**config.mk**
```make
export PLATFORM = sky130hd
export DESIGN_NAME = sd_outbound_arb
export DESIGN_NICKNAME = d
export VERILOG_FILES = /design/src/rtl/sd_outbound_arb.sv
export SDC_FILE = /design/constraint.sdc
export NUM_CORES = 1
export LEC_CHECK = 0
export BUFFER_PORTS_ARGS = -buffer_cell sky130_fd_sc_hd__clkbuf_2
export CELL_PAD_IN_SITES_DETAIL_PLACEMENT = 1
export CELL_PAD_IN_SITES_GLOBAL_PLACEMENT = 2
export CORE_MARGIN = 8
export CORE_UTILIZATION = 25
export CTS_CLUSTER_SIZE = 30
export DETAILED_ROUTE_END_ITERATION = 10
export HOLD_SLACK_MARGIN = 0.06
export PLACE_DENSITY_LB_ADDON = 0.1
export SLEW_MARGIN = 10
export SYNTH_ARGS = -nofsm -noshare
export SYNTH_HDL_FRONTEND = slang
export SYNTH_SLANG_ARGS = --single-unit
```
**constraint.sdc**
```tcl
create_clock -name clk -period 1.52 [get_ports clk]
set_input_delay 0.228 -clock clk [delete_from_list [all_inputs] [get_ports clk]]
set_output_delay 0.228 -clock clk [all_outputs]
set_load 0.01 [all_outputs]
```
**src/rtl/sd_outbound_arb.sv**
```systemverilog
// Round-robin arbiter sharing one outbound srdy/drdy channel among several
// requesters, with a registered 2-entry output buffer so every p_* output is
// a flop output and no c_drdy depends combinationally on p_drdy.
//
// Ports:
//   clk      - clock, all state updates on the rising edge
//   reset    - synchronous, active-low reset; also gates c_drdy/p_srdy
//   c_srdy   - per-requester source ready
//   c_drdy   - per-requester destination ready, at most one bit high
//   c_data   - requester i data at bits [i*width +: width]
//   c_eop    - per-requester end-of-packet (used only when pkt_mode=1)
//   p_srdy   - output word valid
//   p_drdy   - downstream ready
//   p_data   - output word data
//   p_eop    - output word end-of-packet (always 0 when pkt_mode=0)
//   p_grant  - index of the requester that sourced the output word
module sd_outbound_arb #(
    parameter int unsigned width     = 8,
    parameter int unsigned inputs    = 4,
    parameter int unsigned sel_width = 2,
    parameter bit          pkt_mode  = 1'b0
) (
    input  logic                    clk,
    input  logic                    reset,
    input  logic [inputs-1:0]       c_srdy,
    output logic [inputs-1:0]       c_drdy,
    input  logic [inputs*width-1:0] c_data,
    input  logic [inputs-1:0]       c_eop,
    output logic                    p_srdy,
    input  logic                    p_drdy,
    output logic [width-1:0]        p_data,
    output logic                    p_eop,
    output logic [sel_width-1:0]    p_grant
);

    logic [1:0]           count_q, count_d;
    logic                 rd_ptr_q, rd_ptr_d;
    logic                 wr_ptr_q, wr_ptr_d;
    logic [sel_width-1:0] last_grant_q, last_grant_d;
    logic                 lock_q, lock_d;
    logic [sel_width-1:0] lock_idx_q, lock_idx_d;

    logic [width-1:0]     buf_data_q  [2];
    logic [1:0]           buf_eop_q;
    logic [sel_width-1:0] buf_grant_q [2];

    logic                 space;
    logic [sel_width-1:0] gnt;
    logic                 gnt_vld;
    logic                 c_xfer;
    logic                 p_xfer;

    // Space comes only from registered state, which keeps p_drdy out of the
    // c_drdy cone.
    assign space = (count_q < 2'd2);

    // Scan starts just after the last grant and wraps; a held lock overrides
    // the scan even when the locked requester is idle.
    always_comb begin
        int unsigned          idx;
        logic [sel_width-1:0] cand;
        idx     = 0;
        cand    = '0;
        gnt     = last_grant_q;
        gnt_vld = 1'b0;
        if (lock_q) begin
            gnt     = lock_idx_q;
            gnt_vld = c_srdy[lock_idx_q];
        end else begin
            for (int unsigned k = 1; k <= inputs; k++) begin
                idx = 32'(last_grant_q) + k;
                if (idx >= inputs) begin
                    idx = idx - inputs;
                end
                cand = sel_width'(idx);
                if (!gnt_vld && c_srdy[cand]) begin
                    gnt     = cand;
                    gnt_vld = 1'b1;
                end
            end
        end
    end

    always_comb begin
        c_drdy = '0;
        c_xfer = space & gnt_vld & reset;
        if (c_xfer) begin
            c_drdy[gnt] = 1'b1;
        end
    end

    assign p_srdy  = (count_q != 2'd0) & reset;
    assign p_xfer  = p_srdy & p_drdy;
    assign p_data  = buf_data_q[rd_ptr_q];
    assign p_eop   = buf_eop_q[rd_ptr_q];
    assign p_grant = buf_grant_q[rd_ptr_q];

    always_comb begin
        count_d      = count_q;
        rd_ptr_d     = rd_ptr_q;
        wr_ptr_d     = wr_ptr_q;
        last_grant_d = last_grant_q;
        lock_d       = lock_q;
        lock_idx_d   = lock_idx_q;

        if (c_xfer) begin
            wr_ptr_d     = ~wr_ptr_q;
            last_grant_d = gnt;
            if (pkt_mode) begin
                lock_d     = ~c_eop[gnt];
                lock_idx_d = gnt;
            end
        end
        if (p_xfer) begin
            rd_ptr_d = ~rd_ptr_q;
        end

        unique case ({c_xfer, p_xfer})
            2'b10:   count_d = count_q + 2'd1;
            2'b01:   count_d = count_q - 2'd1;
            default: count_d = count_q;
        endcase
    end

    always_ff @(posedge clk) begin
        if (!reset) begin
            count_q      <= 2'd0;
            rd_ptr_q     <= 1'b0;
            wr_ptr_q     <= 1'b0;
            last_grant_q <= sel_width'(inputs - 1);
            lock_q       <= 1'b0;
            lock_idx_q   <= '0;
        end else begin
            count_q      <= count_d;
            rd_ptr_q     <= rd_ptr_d;
            wr_ptr_q     <= wr_ptr_d;
            last_grant_q <= last_grant_d;
            lock_q       <= lock_d;
            lock_idx_q   <= lock_idx_d;
        end
    end

    // Payload storage needs no reset: it is only visible while count != 0.
    always_ff @(posedge clk) begin
        if (c_xfer) begin
            buf_data_q[wr_ptr_q]  <= c_data[gnt*width +: width];
            buf_eop_q[wr_ptr_q]   <= c_eop[gnt] & pkt_mode;
            buf_grant_q[wr_ptr_q] <= gnt;
        end
    end

endmodule
```
==> impl_metrics.ini, run 1 <==
[run_status]
status = finished with violations
violations = setup timing

[synthesis]
synth_most_common_cell = edfxtp_1
yosysUniqueCellTypes = 33
synthFlopType = edfxtp_1
yosysTopAreaCellShare_pct = 38.0
ys_seq_elements = 29
ys_seq_area_share_pct = 46.1
synth.avg_cell_area_um2 = 10.7
netlist_area_mm2 = 0.00174
yosys.area.top_type = edfxtp_1
yosysWarnings = 0
synth_edf_count = 22
synth_commonest_cells = 22 x edfxtp_1, 20 x inv_1, 16 x a211oi_1, 16 x a32oi_1, 11 x mux2_2
async_flop_share_pct = 0
ys_top_cells_by_area = edfxtp_1 38%, a32oi_1 8.1%, dfxtp_1 8.1%
synthesis.instances = 162
synth_fp_nets = 206

[worst_setup_path]
crit_path_max_fanout = 8
worstPathArrival_ps = 1890
crit_chain = buf_6 -> buf_6 -> buf_6 -> nor3_4 -> clkbuf_16 -> a211oi_2 -> a32oi_1 -> mux2i_1
slowest_stage = dfxtp_4
path_buf_inv = 4
critPathKind = register to register
cpPeakStageDelay_ps = 370
crit_family = buffers and inverters
cp-start-kind = register
endpoint_kind = register
crit_top_cell = buf_6
required_ps = 1530

[finish]
syn_to_final_growth_pct = 59.4
num-fill-cells = 771
layout.area.seq_um2 = 807
n_antenna_cell = 0
drive_gt1_share_pct = 62.0
final_cell_count_no_fill = 325
layout.nets = 288
multiInputGateArea_mm2 = 0.00112

[placed_design]
numPortBuffers = 54
place_ws_ps = -308
place_congestion = 0.769
dp.cells = 312
dpl.hpwl_mm = 4.33

[floorplan]
die_height_um = 99.4
initial_core_util_pct = 25.7
die_area_mm2 = 0.00988
die_width_um = 99.4
ioPinCount = 59
coreArea_mm2 = 0.00676
rows = 30

[timing]
relSlewSlack_pct = 76.8
hold_viol = 0
final-max-slew-violation-count = 0
fmax_mhz = 532
setup_viol = 20
rsz0062_at_grt = true
fin_crit_ps = 1880
worst_pin_slew_ps = 346
fin_worst_skew_ps = 3.09
final.period_utilization_pct = 124
layout_setup_ws_ps = -360

[clocking]
ctsHoldBuffers = 0
cts.sinks = 29
clock_path_buffers = 2
root_buffer = clkbuf_8
numCtsBuffers = 5
insertion_delay_ps = 280
cts_tree = yes
clk_pin_slew_ps = 60
htreeDepth = 2

[power]
p_switching_w = 0.00131
ir_worst_vdd_v = 0.000450
p_comb_share_pct = 51.2
switching_share_pct = 36.0
intPower_w = 0.00232
total_power_w = 0.00363
p_leak_nw = 1.14
clkPwrFrac_pct = 16.2
p_per_area_mw_per_mm2 = 1310
seq_power_share_pct = 32.6

[route]
drt-wirelength-per-cell_um = 16.9
drc = 0
routed_via_density = 4.75
drt-pass1-iter-count = 2
antenna_left = 0
drtIter0Drc = 19
wl_mm = 5.48
vias = 1545

[global_routing]
grt_first_pass_wirelength_mm = 8.67
grtUsageTotal_pct = 11.1
grt_remaining_overflow = 0
grt_pass1_vias = 1737
antenna_found_initial = 0
grt_max_degree = 17

[flow_run]
drv_cap = 0

[min_path]
hold_class = input pin to register
## layout by cell type (no fill, tap or decap), drive strengths merged, types with 2 or more instances in the layout
| master | n |
|---|---|
| nor2 | 4 |
| nor2b | 5 |
| clkinv | 3 |
| clkbuf | 56 |
| nand2 | 6 |
| a211oi | 16 |
| mux2i | 8 |
| xnor2 | 3 |
| and2 | 4 |
| o21a | 2 |
| mux2 | 11 |
| a21boi | 2 |
| dfxtp | 7 |
| edfxtp | 22 |
| nand2b | 4 |
| o211ai | 2 |
| a21oi | 3 |
| inv | 21 |
| nor3 | 6 |
| buf | 35 |
| o21ai | 2 |
| a32oi | 16 |
## worst min-delay path, stage by stage
cell and delay (ps):
clkbuf_2 100, buf_4 160, o211ai_1 70
## power groups by stage
stage          sequential [W]  clock (W)  combinational, W
6_report              0.00118   0.000588           0.00186
3_5_place_dp          0.00120          0           0.00151
4_1_cts               0.00118   0.000610           0.00177
5_1_grt               0.00120   0.000633           0.00201
2_1_floorplan         0.00117          0          0.000918
3_3_place_gp          0.00118          0           0.00145
## layer usage
| metal | up-vias | part of all wire [%] | track usage [%] |
|---|---|---|---|
| met5 | - | 0 | 0 |
| met4 | 0 | 1.6 | 4.54 |
| met1 | 735 | 45 | 13.0 |
| li1 | 765 | - | - |
| met2 | 39 | 49 | 18.4 |
| met3 | 6 | 5.1 | 3.28 |
## logic make-up (layout without fill, tap and decap cells)
family	after synthesis	after routing	synth area share, %
xor+xnor	3	3	1.51
buf+inv	32	115	7.56
fa+ha+maj	1	1	0.720
mux	19	19	11.7
simple gates	32	32	10.4
flops	29	29	46.1
compound gates	46	46	22.0
## per-stage QoR
step | area, µm² | hold WS [ps] | utilization, % | TNS [ps]
after floorplan | 1800 | 476 | - | -693
after global placement | 2350 | 506 | 34.9 | -3610
after detailed placement | 2350 | 517 | 34.9 | -7140
after CTS | 2630 | 317 | 38.9 | -3550
after global routing | 2770 | 329 | 41.0 | -7700
final | 2770 | 320 | 41.0 | -6430
## final timing paths
| kind | from | end | slack (ps) | depth (start not counted) |
|---|---|---|---|---|
| setup / recovery | last_grant_q[1] | buf_data_q[0][5] | -360 | 8 |
| hold / removal | reset | last_grant_q[0] | 320 | 3 |
| setup reg to reg | last_grant_q[1] | buf_data_q[0][5] | -360 | 8 |
| hold reg to reg | wr_ptr_q | wr_ptr_q | 530 | 2 |
## registers in the layout (all words and copies together) (netlist names), named ones only
register	count
count_q	2
wr_ptr_q	1
buf_eop_q	2
rd_ptr_q	1
buf_grant_q	4
last_grant_q	2
buf_data_q	16
## final cells by class
| class | instances | area share (%) |
|---|---|---|
| multi-input cells | 101 | 40.3 |
| inverters | 21 | 2.94 |
| repair buffers | 86 | 21.0 |
| well taps | 80 | 3.61 |
| flip-flops and latches | 29 | 29.1 |
| clock inverters | 3 | 0.452 |
| clock buffers | 5 | 2.48 |
## what timing repair did
action | in CTS | in global routing
buffers inserted | 4 | 2
gates cloned | 0 | 1
endpoints found under the hold margin | 0 | 0
setup endpoints to repair | 25 | 39
pin swaps | 15 | 20
resized for setup | 29 | 31
(Power assumes the default switching activity.)
==> run 2, diff against run 1 <==
--- a/config.mk
+++ b/config.mk
@@ -7,7 +7,7 @@
 export LEC_CHECK = 0
 export BUFFER_PORTS_ARGS = -buffer_cell sky130_fd_sc_hd__clkbuf_2
 export CELL_PAD_IN_SITES_DETAIL_PLACEMENT = 1
-export CELL_PAD_IN_SITES_GLOBAL_PLACEMENT = 2
+export CELL_PAD_IN_SITES_GLOBAL_PLACEMENT = 1
 export CORE_MARGIN = 8
 export CORE_UTILIZATION = 25
 export CTS_CLUSTER_SIZE = 30
==> impl_metrics.ini, run 2 (synthesis results as in run 1) <==
[timing]
setup_tns_ps = -3300
fin_crit_ps = 1820
rsz0062_at_grt = true
worst_pin_slew_ps = 389
relSlewSlack_pct = 73.9
hold_viol = 0
layout_setup_ws_ps = -303
fmax_mhz = 549
final-max-slew-violation-count = 0
final.period_utilization_pct = 120
setup_viol = 20
fin_worst_skew_ps = 6.86

[min_path]
min_to = last_grant_q[0]
min_from = reset
hold_path_depth = 3
hold_class = input pin to register

[worst_setup_path]
slowest_stage = o32a_4
reg2reg_slack_ps = -200
path_buf_inv = 2
cpPeakStageDelay_ps = 400
crit_path_max_fanout = 10
critPathKind = register to primary output
crit_chain = o32a_4 -> and2_4 -> buf_6 -> nor3_4 -> buf_2
r2r-end = buf_data_q[0][6]
r2r_start = last_grant_q[1]
ff2ff_path_depth = 5
crit_family = compound AO/OA/AOI/OAI gates
worstPathArrival_ps = 1590
cp-start-kind = register
endpoint_kind = primary output
required_ps = 1290

[power]
p_leak_nw = 1.12
ir_worst_vdd_v = 0.000382
p_per_area_mw_per_mm2 = 1330

[finish]
fin_area_mm2 = 0.00264
largest_register_ffs = 16
largest_register = buf_data_q
layout_commonest_cell = clkbuf_2
final_core_util_pct = 39.1
n_antenna_cell = 0
layout.nets = 288
syn_to_final_growth_pct = 52.0
drive_gt1_share_pct = 58.0
layout_common_cells = 50 x clkbuf_2, 25 x buf_4, 22 x edfxtp_1
top_regs = buf_data_q: 16 flops, buf_grant_q: 4 flops

[floorplan]
ioPinCount = 59
coreArea_mm2 = 0.00676
die_height_um = 99.4
initial_core_util_pct = 25.7
rows = 30
die_width_um = 99.4
die_area_mm2 = 0.00988

[clocking]
insertion_delay_ps = 270
numCtsBuffers = 5
cts.sinks = 29
cts_tree = yes
ctsHoldBuffers = 0
htreeDepth = 2
clock_path_buffers = 2
clk_pin_slew_ps = 60
root_buffer = clkbuf_8

[placed_design]
place_congestion = 0.771
dpl.hpwl_mm = 4.14
place_area_mm2 = 0.00236
place_ws_ps = -227
numPortBuffers = 54

[global_routing]
met2_usage_pct = 18.8
grt_pass1_vias = 1868
grt_first_pass_wirelength_mm = 8.89
met3_usage_pct = 2.37
grtUsageTotal_pct = 11.0
grt_remaining_overflow = 0
grt_max_degree = 17
met1_usage_pct = 12.8
antenna_found_initial = 0
busiest_layer = met2

[route]
routed_via_density = 4.83
wl_mm = 5.28
drt-pass1-iter-count = 4
drtIter0Drc = 32
drt-wirelength-per-cell_um = 16.2
vias = 1569
drc = 0
antenna_left = 0

[flow_run]
drv_cap = 0

[run_status]
violations = setup timing
status = finished with violations
run 2: cell count changes in the layout (fill, tap and decap cells not counted), moves of 2 or more:
cell	change
a211oi_1	+10
a211oi_2	-3
a211oi_4	-7
buf_4	+4
buf_6	-4
clkinv_1	-2
run 2: through the flow:
stage	power (W)	cells	hold slack, ps
finish	0.00352	325	322
global route	0.00377	325	341
CTS	0.00346	324	316
detailed placement	0.00270	313	508
global placement	0.00264	313	492
floorplan	0.00209	162	476
run 2: how the worst max path moves through the flow:
stage,start,end,slack (ps),depth (start not counted)
floorplan,count_q[1],buf_data_q[1][0],-20,3
global placement,c_srdy[1],buf_data_q[0][3],-140,7
detailed placement,last_grant_q[1],buf_data_q[0][3],-230,5
CTS,last_grant_q[1],c_drdy[0],-310,7
global route,last_grant_q[1],c_drdy[0],-370,6
finish,last_grant_q[1],c_drdy[3],-300,5
run 2: final cells by class:
| cell class | count | area, µm² |
|---|---|---|
| clock inverter | 2 | 10.0 |
| clock buffer | 6 | 72.6 |
| tap | 80 | 100 |
| multi-input combinational | 101 | 1010 |
| sequential | 29 | 810 |
| fill | 780 | 4120 |
| inverter | 21 | 78.8 |
| timing repair buffer | 86 | 563 |
run 2: where the power goes:
group | total, W | internal (W) | switching (W)
logic | 0.00174 | 0.000852 | 0.000885
clock network | 0.000590 | 0.000316 | 0.000274
registers | 0.00119 | 0.00111 | 0.0000808
run 2: what timing repair did:
item,in CTS,in global routing
pin swaps,4,5
gates resized for setup,18,18
endpoints found under the setup margin,25,51
setup buffers,3,1
run 2: worst register-to-register path: stages (launching register included):
cell	delay [ps]
dfxtp_4	380
o32a_4	400
buf_6	170
buf_4	160
a32oi_1	200
mux2i_1	140
run 2: metal layers:
layer / part of all wire (%) / wire length, µm
met1: 44 / 2330
met2: 51 / 2680
met3: 3.8 / 203
met4: 1.1 / 60
met5: 0 / 0
==> run 3, diff against run 2 <==
--- a/config.mk
+++ b/config.mk
@@ -7,13 +7,13 @@
 export LEC_CHECK = 0
 export BUFFER_PORTS_ARGS = -buffer_cell sky130_fd_sc_hd__clkbuf_2
 export CELL_PAD_IN_SITES_DETAIL_PLACEMENT = 1
-export CELL_PAD_IN_SITES_GLOBAL_PLACEMENT = 1
+export CELL_PAD_IN_SITES_GLOBAL_PLACEMENT = 2
 export CORE_MARGIN = 8
 export CORE_UTILIZATION = 25
 export CTS_CLUSTER_SIZE = 30
 export DETAILED_ROUTE_END_ITERATION = 10
 export HOLD_SLACK_MARGIN = 0.06
-export PLACE_DENSITY_LB_ADDON = 0.1
+export PLACE_DENSITY = 0.69
 export SLEW_MARGIN = 10
 export SYNTH_ARGS = -nofsm -noshare
 export SYNTH_HDL_FRONTEND = slang
==> impl_metrics.ini, run 3 (synthesis results as in run 1) <==
[finish]
largest_register_ffs = 16
largest_register = buf_data_q
fin_area_mm2 = 0.00269
top_regs = buf_data_q: 16 flops, buf_grant_q: 4 flops
layout_common_cells = 50 x clkbuf_2, 28 x buf_4, 22 x edfxtp_1
layout.nets = 299
layout_commonest_cell = clkbuf_2
n_antenna_cell = 0
final_core_util_pct = 39.8
drive_gt1_share_pct = 57.4
syn_to_final_growth_pct = 54.6

[clocking]
cts.sinks = 29
htreeDepth = 2
cts_tree = yes
numCtsBuffers = 5
clk_pin_slew_ps = 60
clock_path_buffers = 2
insertion_delay_ps = 280
root_buffer = clkbuf_8

[worst_setup_path]
crit_chain = o32a_4 -> and2_4 -> buf_6 -> nor3_4 -> buf_2
critPathKind = register to primary output
slowest_stage = o32a_4
endpoint_kind = primary output
path_buf_inv = 2
cp-start-kind = register
cpPeakStageDelay_ps = 380
crit_path_max_fanout = 6
crit_family = compound AO/OA/AOI/OAI gates
required_ps = 1290
worstPathArrival_ps = 1650

[run_status]
violations = setup timing
status = finished with violations

[placed_design]
place_area_mm2 = 0.00238
dpl.hpwl_mm = 4.08
numPortBuffers = 54
place_congestion = 0.701

[global_routing]
grt_max_degree = 17
grtUsageTotal_pct = 10.6
grt_first_pass_wirelength_mm = 8.36
grt_pass1_vias = 1721
antenna_found_initial = 0
grt_remaining_overflow = 0

[route]
drt-wirelength-per-cell_um = 15.7
drc = 0
wl_mm = 5.26
drtIter0Drc = 18
vias = 1575
antenna_left = 0
routed_via_density = 4.69
drt-pass1-iter-count = 4

[timing]
hold_viol = 0
final.period_utilization_pct = 124
worst_pin_slew_ps = 301
relSlewSlack_pct = 79.8
layout_setup_ws_ps = -362
fin_worst_skew_ps = 4.92
fin_crit_ps = 1880
fmax_mhz = 531
rsz0062_at_grt = true
hold_ws_ps = 326
setup_viol = 23
setup_tns_ps = -5580
final-max-slew-violation-count = 0

[floorplan]
coreArea_mm2 = 0.00676
rows = 30
die_area_mm2 = 0.00988
ioPinCount = 59
die_width_um = 99.4
initial_core_util_pct = 25.7
die_height_um = 99.4

[power]
total_power_w = 0.00360
p_per_area_mw_per_mm2 = 1340
p_leak_nw = 1.18
ir_worst_vdd_v = 0.000369

[flow_run]
drv_cap = 0

[min_path]
hold_class = input pin to register
run 3: worst register-to-register path: stages (launching register included):
cell      delay (ps)
dfxtp_4          370
buf_6            130
buf_4            130
buf_4            130
nor3_4           200
buf_12           160
a211oi_1          60
a32oi_1          240
mux2i_2          130
run 3: layout make-up:
cell class	count	area, µm²
Clock buffer	6	72.6
Clock inverter	2	10.0
Fill cell	771	4070
Inverter	21	81.3
Multi-Input combinational cell	101	931
Sequential cell	29	808
Tap cell	80	100
Timing Repair Buffer	97	684
run 3: power by group:
group          internal (W)  total [W]  leakage (nW)  switching [W]
clock              0.000316   0.000583        0.0450       0.000268
combinational      0.000954    0.00183         0.868       0.000874
sequential          0.00111    0.00119         0.267      0.0000769
total               0.00238    0.00360          1.18        0.00122
run 3: path summary, 6_finish.rpt:
kind	slack [ps]	to	cells after the start	from
worst min register to register	530	wr_ptr_q	2	wr_ptr_q
worst max register to register	-290	buf_data_q[1][3]	8	last_grant_q[1]
worst max-delay path	-360	c_drdy[2]	5	last_grant_q[1]
worst min-delay path	330	last_grant_q[0]	3	reset
run 3: per-layer routing:
| metal | vias up | track usage (%) | share of wire (%) |
|---|---|---|---|
| met3 | 7 | 1.96 | 3.1 |
| met5 | - | 0 | 0 |
| met4 | 0 | 5.24 | 1.8 |
| met2 | 36 | 18.3 | 51 |
| li1 | 794 | - | - |
| met1 | 738 | 12.2 | 44 |
run 3: what timing repair did:
| item | in CTS | in global routing |
|---|---|---|
| pin swaps | 8 | 8 |
| resized for setup | 21 | 22 |
| hold buffers | 0 | 0 |
| setup endpoints to repair | 25 | 53 |
| cloned | 0 | 1 |
| buffers inserted | 10 | 5 |
run 3: stage by stage:
stage / setup WS (ps) / instances
detailed placement: -207 / 316
CTS: -389 / 334
floorplan: -20.2 / 162
global placement: -153 / 316
global route: -429 / 336
finish: -362 / 336
